===== config.mk =====
export PLATFORM = sky130hd
export DESIGN_NAME = pipeline_hazard_ctrl
export DESIGN_NICKNAME = d
export VERILOG_FILES = /design/src/rtl/rv_32i_pkg.sv /design/src/rtl/hazard_scoreboard.sv /design/src/rtl/pipeline_hazard_ctrl.sv
export SDC_FILE = /design/constraint.sdc
export NUM_CORES = 1
export LEC_CHECK = 0
export ABC_AREA = 1
export CAP_MARGIN = 30
export CORE_UTILIZATION = 50
export CTS_BUF_LIST = sky130_fd_sc_hd__clkbuf_16
export DETAILED_ROUTE_END_ITERATION = 10
export PLACE_DENSITY = 0.79
export SLEW_MARGIN = 20
export SYNTH_ARGS = -nofsm -noshare
export SYNTH_HDL_FRONTEND = slang
export SYNTH_SLANG_ARGS = --single-unit
export TNS_END_PERCENT = 50

===== constraint.sdc =====
create_clock -name clk -period 3.9 [get_ports clk]
set_input_delay 0.975 -clock clk [delete_from_list [all_inputs] [get_ports clk]]
set_output_delay 0.975 -clock clk [all_outputs]
set_load 0.05 [all_outputs]

===== src/rtl/rv_32i_pkg.sv =====
// Shared RV32I header: opcode constants, hazard-controller state encoding
// and the operand-use decode shared by the decode-stage control logic.
package rv_32i_pkg;

  localparam logic [6:0] OPC_LOAD   = 7'b0000011;
  localparam logic [6:0] OPC_FENCE  = 7'b0001111;
  localparam logic [6:0] OPC_OP_IMM = 7'b0010011;
  localparam logic [6:0] OPC_AUIPC  = 7'b0010111;
  localparam logic [6:0] OPC_STORE  = 7'b0100011;
  localparam logic [6:0] OPC_OP     = 7'b0110011;
  localparam logic [6:0] OPC_LUI    = 7'b0110111;
  localparam logic [6:0] OPC_BRANCH = 7'b1100011;
  localparam logic [6:0] OPC_JALR   = 7'b1100111;
  localparam logic [6:0] OPC_JAL    = 7'b1101111;
  localparam logic [6:0] OPC_SYSTEM = 7'b1110011;

  localparam int REG_IDX_W = 5;

  typedef enum logic [1:0] {
    ST_RUN   = 2'd0,
    ST_STALL = 2'd1,
    ST_DRAIN = 2'd2,
    ST_FLUSH = 2'd3
  } hz_state_e;

  // What an instruction reads, writes and whether it must run on a drained pipe.
  typedef struct packed {
    logic use_rs1;
    logic use_rs2;
    logic writes_rd;
    logic serial;
  } op_use_t;

  function automatic op_use_t decode_use(input logic [6:0] opcode,
                                         input logic [2:0] funct3);
    op_use_t u;
    u = '0;
    case (opcode)
      OPC_OP: begin
        u.use_rs1   = 1'b1;
        u.use_rs2   = 1'b1;
        u.writes_rd = 1'b1;
      end
      OPC_STORE, OPC_BRANCH: begin
        u.use_rs1 = 1'b1;
        u.use_rs2 = 1'b1;
      end
      OPC_OP_IMM, OPC_LOAD, OPC_JALR: begin
        u.use_rs1   = 1'b1;
        u.writes_rd = 1'b1;
      end
      OPC_LUI, OPC_AUIPC, OPC_JAL: begin
        u.writes_rd = 1'b1;
      end
      OPC_SYSTEM: begin
        // funct3[2] selects the immediate (zimm) CSR forms, which read no register.
        u.use_rs1   = ~funct3[2];
        u.writes_rd = (funct3 != 3'b000);
        u.serial    = 1'b1;
      end
      OPC_FENCE: begin
        u.serial = 1'b1;
      end
      default: begin
        u = '0;
      end
    endcase
    return u;
  endfunction

endpackage


===== src/rtl/hazard_scoreboard.sv =====
// Per-register count of in-flight writes. Issue increments, writeback
// decrements; x0 is never tracked. Exposes counts for the three decode
// operands plus an "anything outstanding" flag.
module hazard_scoreboard
  import rv_32i_pkg::*;
#(
  parameter int NUM_REGS = 32,
  parameter int CNT_W    = 2
) (
  input  logic                 clk,
  input  logic                 rst_n,
  input  logic                 inc_en,
  input  logic [REG_IDX_W-1:0] inc_idx,
  input  logic                 dec_en,
  input  logic [REG_IDX_W-1:0] dec_idx,
  input  logic [REG_IDX_W-1:0] rs1_idx,
  input  logic [REG_IDX_W-1:0] rs2_idx,
  input  logic [REG_IDX_W-1:0] rd_idx,
  output logic [CNT_W-1:0]     rs1_cnt,
  output logic [CNT_W-1:0]     rs2_cnt,
  output logic [CNT_W-1:0]     rd_cnt,
  output logic                 pend_any
);

  logic [CNT_W-1:0]    cnt_q [NUM_REGS];
  logic [NUM_REGS-1:0] inc_vec;
  logic [NUM_REGS-1:0] dec_vec;

  // Decode the inc/dec requests into one-hot per-register strobes.
  always_comb begin
    // NOTE: every comb output gets a default first, so no path leaves it unassigned (no latch).
    inc_vec = '0;
    dec_vec = '0;
    if (inc_en && inc_idx != '0) inc_vec[inc_idx] = 1'b1;
    // A writeback against an idle counter is dropped rather than wrapping.
    if (dec_en && dec_idx != '0 && cnt_q[dec_idx] != '0) dec_vec[dec_idx] = 1'b1;
  end

  // Counter bank update; simultaneous inc and dec on one register cancel out.
  always_ff @(posedge clk) begin
    if (!rst_n) begin
      // NOTE: these counters are control state, not data storage, so every entry is reset.
      for (int i = 0; i < NUM_REGS; i++) cnt_q[i] <= '0;
    end else begin
      for (int i = 0; i < NUM_REGS; i++) begin
        // NOTE: sequential state uses <= so all counters see pre-edge values.
        if (inc_vec[i] && !dec_vec[i])      cnt_q[i] <= cnt_q[i] + 1'b1;
        else if (dec_vec[i] && !inc_vec[i]) cnt_q[i] <= cnt_q[i] - 1'b1;
      end
    end
  end

  // OR-reduce all counters into the pipe-not-empty flag.
  always_comb begin
    pend_any = 1'b0;
    for (int i = 0; i < NUM_REGS; i++) begin
      if (cnt_q[i] != '0) pend_any = 1'b1;
    end
  end

  assign rs1_cnt = cnt_q[rs1_idx];
  assign rs2_cnt = cnt_q[rs2_idx];
  assign rd_cnt  = cnt_q[rd_idx];

  // A writeback should only ever retire a write that was issued.
  wb_without_issue : assert property (@(posedge clk) disable iff (!rst_n)
    (dec_en && dec_idx != '0) |-> (cnt_q[dec_idx] != '0));

endmodule


===== src/rtl/pipeline_hazard_ctrl.sv =====
// Decode-stage issue controller: stalls on RAW/WAW hazards from the
// in-flight write scoreboard, drains the pipe ahead of SYSTEM/FENCE, and
// holds a fixed-length flush after a taken branch or jump.
module pipeline_hazard_ctrl
  import rv_32i_pkg::*;
#(
  parameter int NUM_REGS     = 32,
  parameter int CNT_W        = 2,
  parameter int FLUSH_CYCLES = 2
) (
  input  logic       clk,
  input  logic       rst_n,
  input  logic       id_valid,
  input  logic [6:0] id_opcode,
  input  logic [2:0] id_funct3,
  input  logic [4:0] id_rs1,
  input  logic [4:0] id_rs2,
  input  logic [4:0] id_rd,
  input  logic       wb_valid,
  input  logic [4:0] wb_rd,
  input  logic       branch_taken,
  output logic       halt,
  output logic       flush,
  output logic       issue,
  output logic       pend_any,
  output logic [1:0] state
);

  hz_state_e        state_q, state_d;
  logic [3:0]       flush_cnt_q, flush_cnt_d;
  op_use_t          use_d;
  logic [CNT_W-1:0] rs1_cnt, rs2_cnt, rd_cnt;
  logic             hazard, serialise;

  hazard_scoreboard #(
    .NUM_REGS (NUM_REGS),
    .CNT_W    (CNT_W)
  ) u_scoreboard (
    .clk      (clk),
    .rst_n    (rst_n),
    .inc_en   (issue && use_d.writes_rd),
    .inc_idx  (id_rd),
    .dec_en   (wb_valid),
    .dec_idx  (wb_rd),
    .rs1_idx  (id_rs1),
    .rs2_idx  (id_rs2),
    .rd_idx   (id_rd),
    .rs1_cnt  (rs1_cnt),
    .rs2_cnt  (rs2_cnt),
    .rd_cnt   (rd_cnt),
    .pend_any (pend_any)
  );

  assign use_d = decode_use(id_opcode, id_funct3);

  // RAW on a pending source, or WAW when the destination counter is saturated.
  assign hazard = id_valid &&
                  ((use_d.use_rs1 && id_rs1 != '0 && rs1_cnt != '0) ||
                   (use_d.use_rs2 && id_rs2 != '0 && rs2_cnt != '0) ||
                   (use_d.writes_rd && rd_cnt == '1));

  assign serialise = id_valid && use_d.serial && pend_any;

  // State and flush-length registers.
  always_ff @(posedge clk) begin
    if (!rst_n) begin
      state_q     <= ST_RUN;
      flush_cnt_q <= '0;
    end else begin
      state_q     <= state_d;
      flush_cnt_q <= flush_cnt_d;
    end
  end

  // Next state and halt/flush; a taken branch overrides everything else.
  always_comb begin
    state_d     = state_q;
    flush_cnt_d = flush_cnt_q;
    halt        = 1'b0;
    flush       = 1'b0;
    unique case (state_q)
      ST_RUN: begin
        if (serialise) begin
          halt    = 1'b1;
          state_d = ST_DRAIN;
        end else if (hazard) begin
          halt    = 1'b1;
          state_d = ST_STALL;
        end
      end
      ST_STALL: begin
        if (hazard) halt = 1'b1;
        else        state_d = ST_RUN;
      end
      ST_DRAIN: begin
        if (id_valid && pend_any) halt = 1'b1;
        else                      state_d = ST_RUN;
      end
      ST_FLUSH: begin
        flush = 1'b1;
        if (flush_cnt_q == '0) state_d = ST_RUN;
        else                   flush_cnt_d = flush_cnt_q - 1'b1;
      end
      default: state_d = ST_RUN;
    endcase
    if (branch_taken) begin
      state_d     = ST_FLUSH;
      flush_cnt_d = 4'(FLUSH_CYCLES - 1);
    end
  end

  assign issue = id_valid && !halt && !flush;
  assign state = state_q;

endmodule


==> metrics.txt <==
vias in the first global route 6644; H-tree Lvls 3; status finished, final reports clean; CTS tree built; GRT met3 Usage 0.0688; Clock Skew between 0.007 and 0.008 ns; routing usage on met2 0.511; WP data required 2.92 ns; Layout Nets 1172; CTS buffer count 9; Final Util 0.642; Combinational Power Share 0.235; Final ANT Viol Nets 0; hold slack slightly below 0.5 ns; P_int 1.56 mW; Die ar. between 10000 and 15000 µm²; CP bufs+invs 5; pin count of the biggest net entering global routing 59; first drt pass iteration count 8; initial DRC count 987; # IOs 41; Crit path arrival time 2.84 ns; clk buf depth 2; post-layout power 2.29 mW; critical path's top delay family simple AND/OR/NAND/NOR gates; Fmax about 0.26 GHz; Clock transition at path regs approximately 0.05 ns; final hold viol count 0; Overflow after GRT 0; Slew Limit Headroom 0.482; Port Buffers 40; Area Growth Syn to Fin 23.6%; critical path class input port to output pin; commonest non-fill, non-tap cells in the layout 331 x nand2_1, 155 x nor2_1, 133 x inv_1; dpl ws -0.328 ns; gr usage total 0.322; critical-path cell list dlygate4sd2_1, buf_6, nand2_4, buf_12, nor2_1, a21oi_1, nand3_1, nand2_1, nand2_1, nor2_1, nand2_1, nand3_2, nand3_2, nand3_4, nand3_2, inv_2, buf_12; Residual DRC 0; Die W between 100 and 150 µm; Final Wtd Congestion 1.06; Max FO, Critical Path 9; Max Cap Viol 0; clock power share 0.365; DR vias/cell 5.71; crit path launch type input port; first-pass GRT wire length ~32000 µm; Leak ~3.7 nW; Core Rows 40; # clock sinks 70; fillers 1121; post-synthesis async set-or-reset flop share 0; Main synth FF type edfxtp_1; Post-synth EDFFs 64; Setup WS post-layout roughly 0.085 ns; # hold bufs at CTS 0; diodes inserted 0; HP Class flop to flop; via count 7468; DP HPWL ~16000 µm; post-synth top area cell edfxtp_1; drt wl/cell 16.0 µm; Area contributors post-synth edfxtp_1 30%, nand2_1 20%, nor2_1 9.2%, inv_1 8.1%, nand3_1 6.7%; worst-skew pair later-pin latency 0.35 ns; Crit. End Element output pin; Slowest cell on crit path dlygate4sd2_1; slowest stage delay, CP roughly 0.28 ns; average size of a mapped cell 6.11 µm²; antenna violations before repair 0; commonest non-fill, non-tap cell in the layout nand2_1; Root Buffer clkbuf_16; share of the synthesized area in the top cell type 0.303; cell count after synthesis 1038; core footprint 12200 µm²; final wirelength 20900 µm; grt met1 use 0.406; warnings from Yosys 0; initial core utilization 0.519; chip height 115 µm; NetSw 0.727 mW; layout cell share with drive strength beyond 1 0.109; Synth cell types 39; most crowded layer after global routing met2; Tcrit/Tclk final 0.978; worst-case vdd ir drop approximately 260 µV; Seq cells post-synth 70; Slew Limit Fails 0; Tightest Pin Transition 0.775 ns; Mapped Area between 6000 and 7000 µm²; Min Clock Period, post-route 3.81 ns; sw frac 0.318; Cell Pwr Density 292 nW/µm²; sequential share of power 0.401; sequential-to-total area share from yosys stat 0.322; final setup violation count 0
[cells by family (layout without fill, tap and decap cells)]
logic type / after synthesis / count (layout) / share of synthesized area
XOR/XNOR: 7 / 7 / 0.00967
flip-flops: 70 / 70 / 0.322
adder cells (fa/ha/maj): 2 / 2 / 0.00394
other: 1 / 2 / 0.000591
AND/OR/NAND/NOR: 633 / 633 / 0.417
buffers and inverters: 176 / 277 / 0.110
multiplexers: 4 / 4 / 0.00631
AO/OA/AOI/OAI: 145 / 145 / 0.131
[worst reg2reg max path, delay by kind of cell, from the launching register on]
| family | cells | cell delay (ns) |
|---|---|---|
| flip-flops | 1 | 0.50 |
| buffers and inverters | 3 | 0.45 |
| AND/OR/NAND/NOR | 7 | 1.28 |
| AO/OA/AOI/OAI | 3 | 0.64 |
[synthesized netlist by cell type (2+ instances only)]
cell type,number
inv_2,6
a21oi_1,57
a22oi_1,19
nor2_4,2
dfxtp_1,6
o21ai_1,26
o221ai_1,4
nor4_1,5
o21ai_0,19
nand3_1,85
clkbuf_1,12
nand2_1,332
buf_2,8
a31oi_1,2
nor3_1,19
inv_1,137
o22ai_1,6
buf_4,5
ha_1,2
nand4_1,26
buf_1,4
nand2_2,2
nor2_1,156
clkinv_1,3
edfxtp_1,64
o211ai_1,8
xor2_1,7
nand3b_1,2
mux2i_1,4
[routing by layer]
metal | wire length (µm) | up-vias
li1 | - | 3597
met2 | 9340 | 447
met1 | 8190 | 3343
met4 | 1040 | 0
met5 | 0 | -
met3 | 2340 | 81
[sequential cells by signal (all words and copies together) (netlist names)]
signal / count
flush_cnt_q: 4
u_scoreboard.cnt_q: 64
state: 2
[path summary, 6_finish.rpt]
kind,start,endpoint,depth (start not counted),slack [ns]
min reg2reg,flush_cnt_q[1],flush_cnt_q[1],2,0.49
max,id_rd[0],issue,17,0.09
max reg2reg,u_scoreboard.cnt_q[8][0],u_scoreboard.cnt_q[29][1],13,0.70
min,flush_cnt_q[1],flush_cnt_q[1],2,0.49
[power groups by stage]
| stage | clock network [mW] | registers [mW] | logic, mW |
|---|---|---|---|
| after floorplan | 0 | 0.916 | 0.308 |
| after global placement | 0 | 0.928 | 0.496 |
| after detailed placement | 0 | 0.929 | 0.504 |
| after CTS | 0.830 | 0.913 | 0.512 |
| after global routing | 0.864 | 0.920 | 0.584 |
| final | 0.833 | 0.916 | 0.537 |
[layout make-up]
| type | instances | area, µm² | area share |
|---|---|---|---|
| Clock inverter | 7 | 65.1 | 0.00830 |
| Tap cell | 168 | 210 | 0.0268 |
| Clock buffer | 9 | 225 | 0.0287 |
| Timing Repair Buffer | 115 | 1050 | 0.134 |
| Multi-Input combinational cell | 793 | 3690 | 0.470 |
| Inverter | 146 | 558 | 0.0712 |
| Sequential cell | 70 | 2040 | 0.260 |
[through the flow]
stage          area [µm²]  setup TNS, ns  cells
2_1_floorplan        6350              0   1039
3_3_place_gp         7390          -5.13   1284
3_5_place_dp         7390          -9.94   1284
4_1_cts              7750              0   1304
5_1_grt              7840        -0.0261   1308
6_report             7840              0   1308
[what timing repair did]
item                                    CTS  global route
pin swaps                                 2             3
gates resized for setup                  13            23
buffers inserted                          4             4
endpoints found under the setup margin    2             2
No activity file was read; power rests on OpenSTA's default activity.
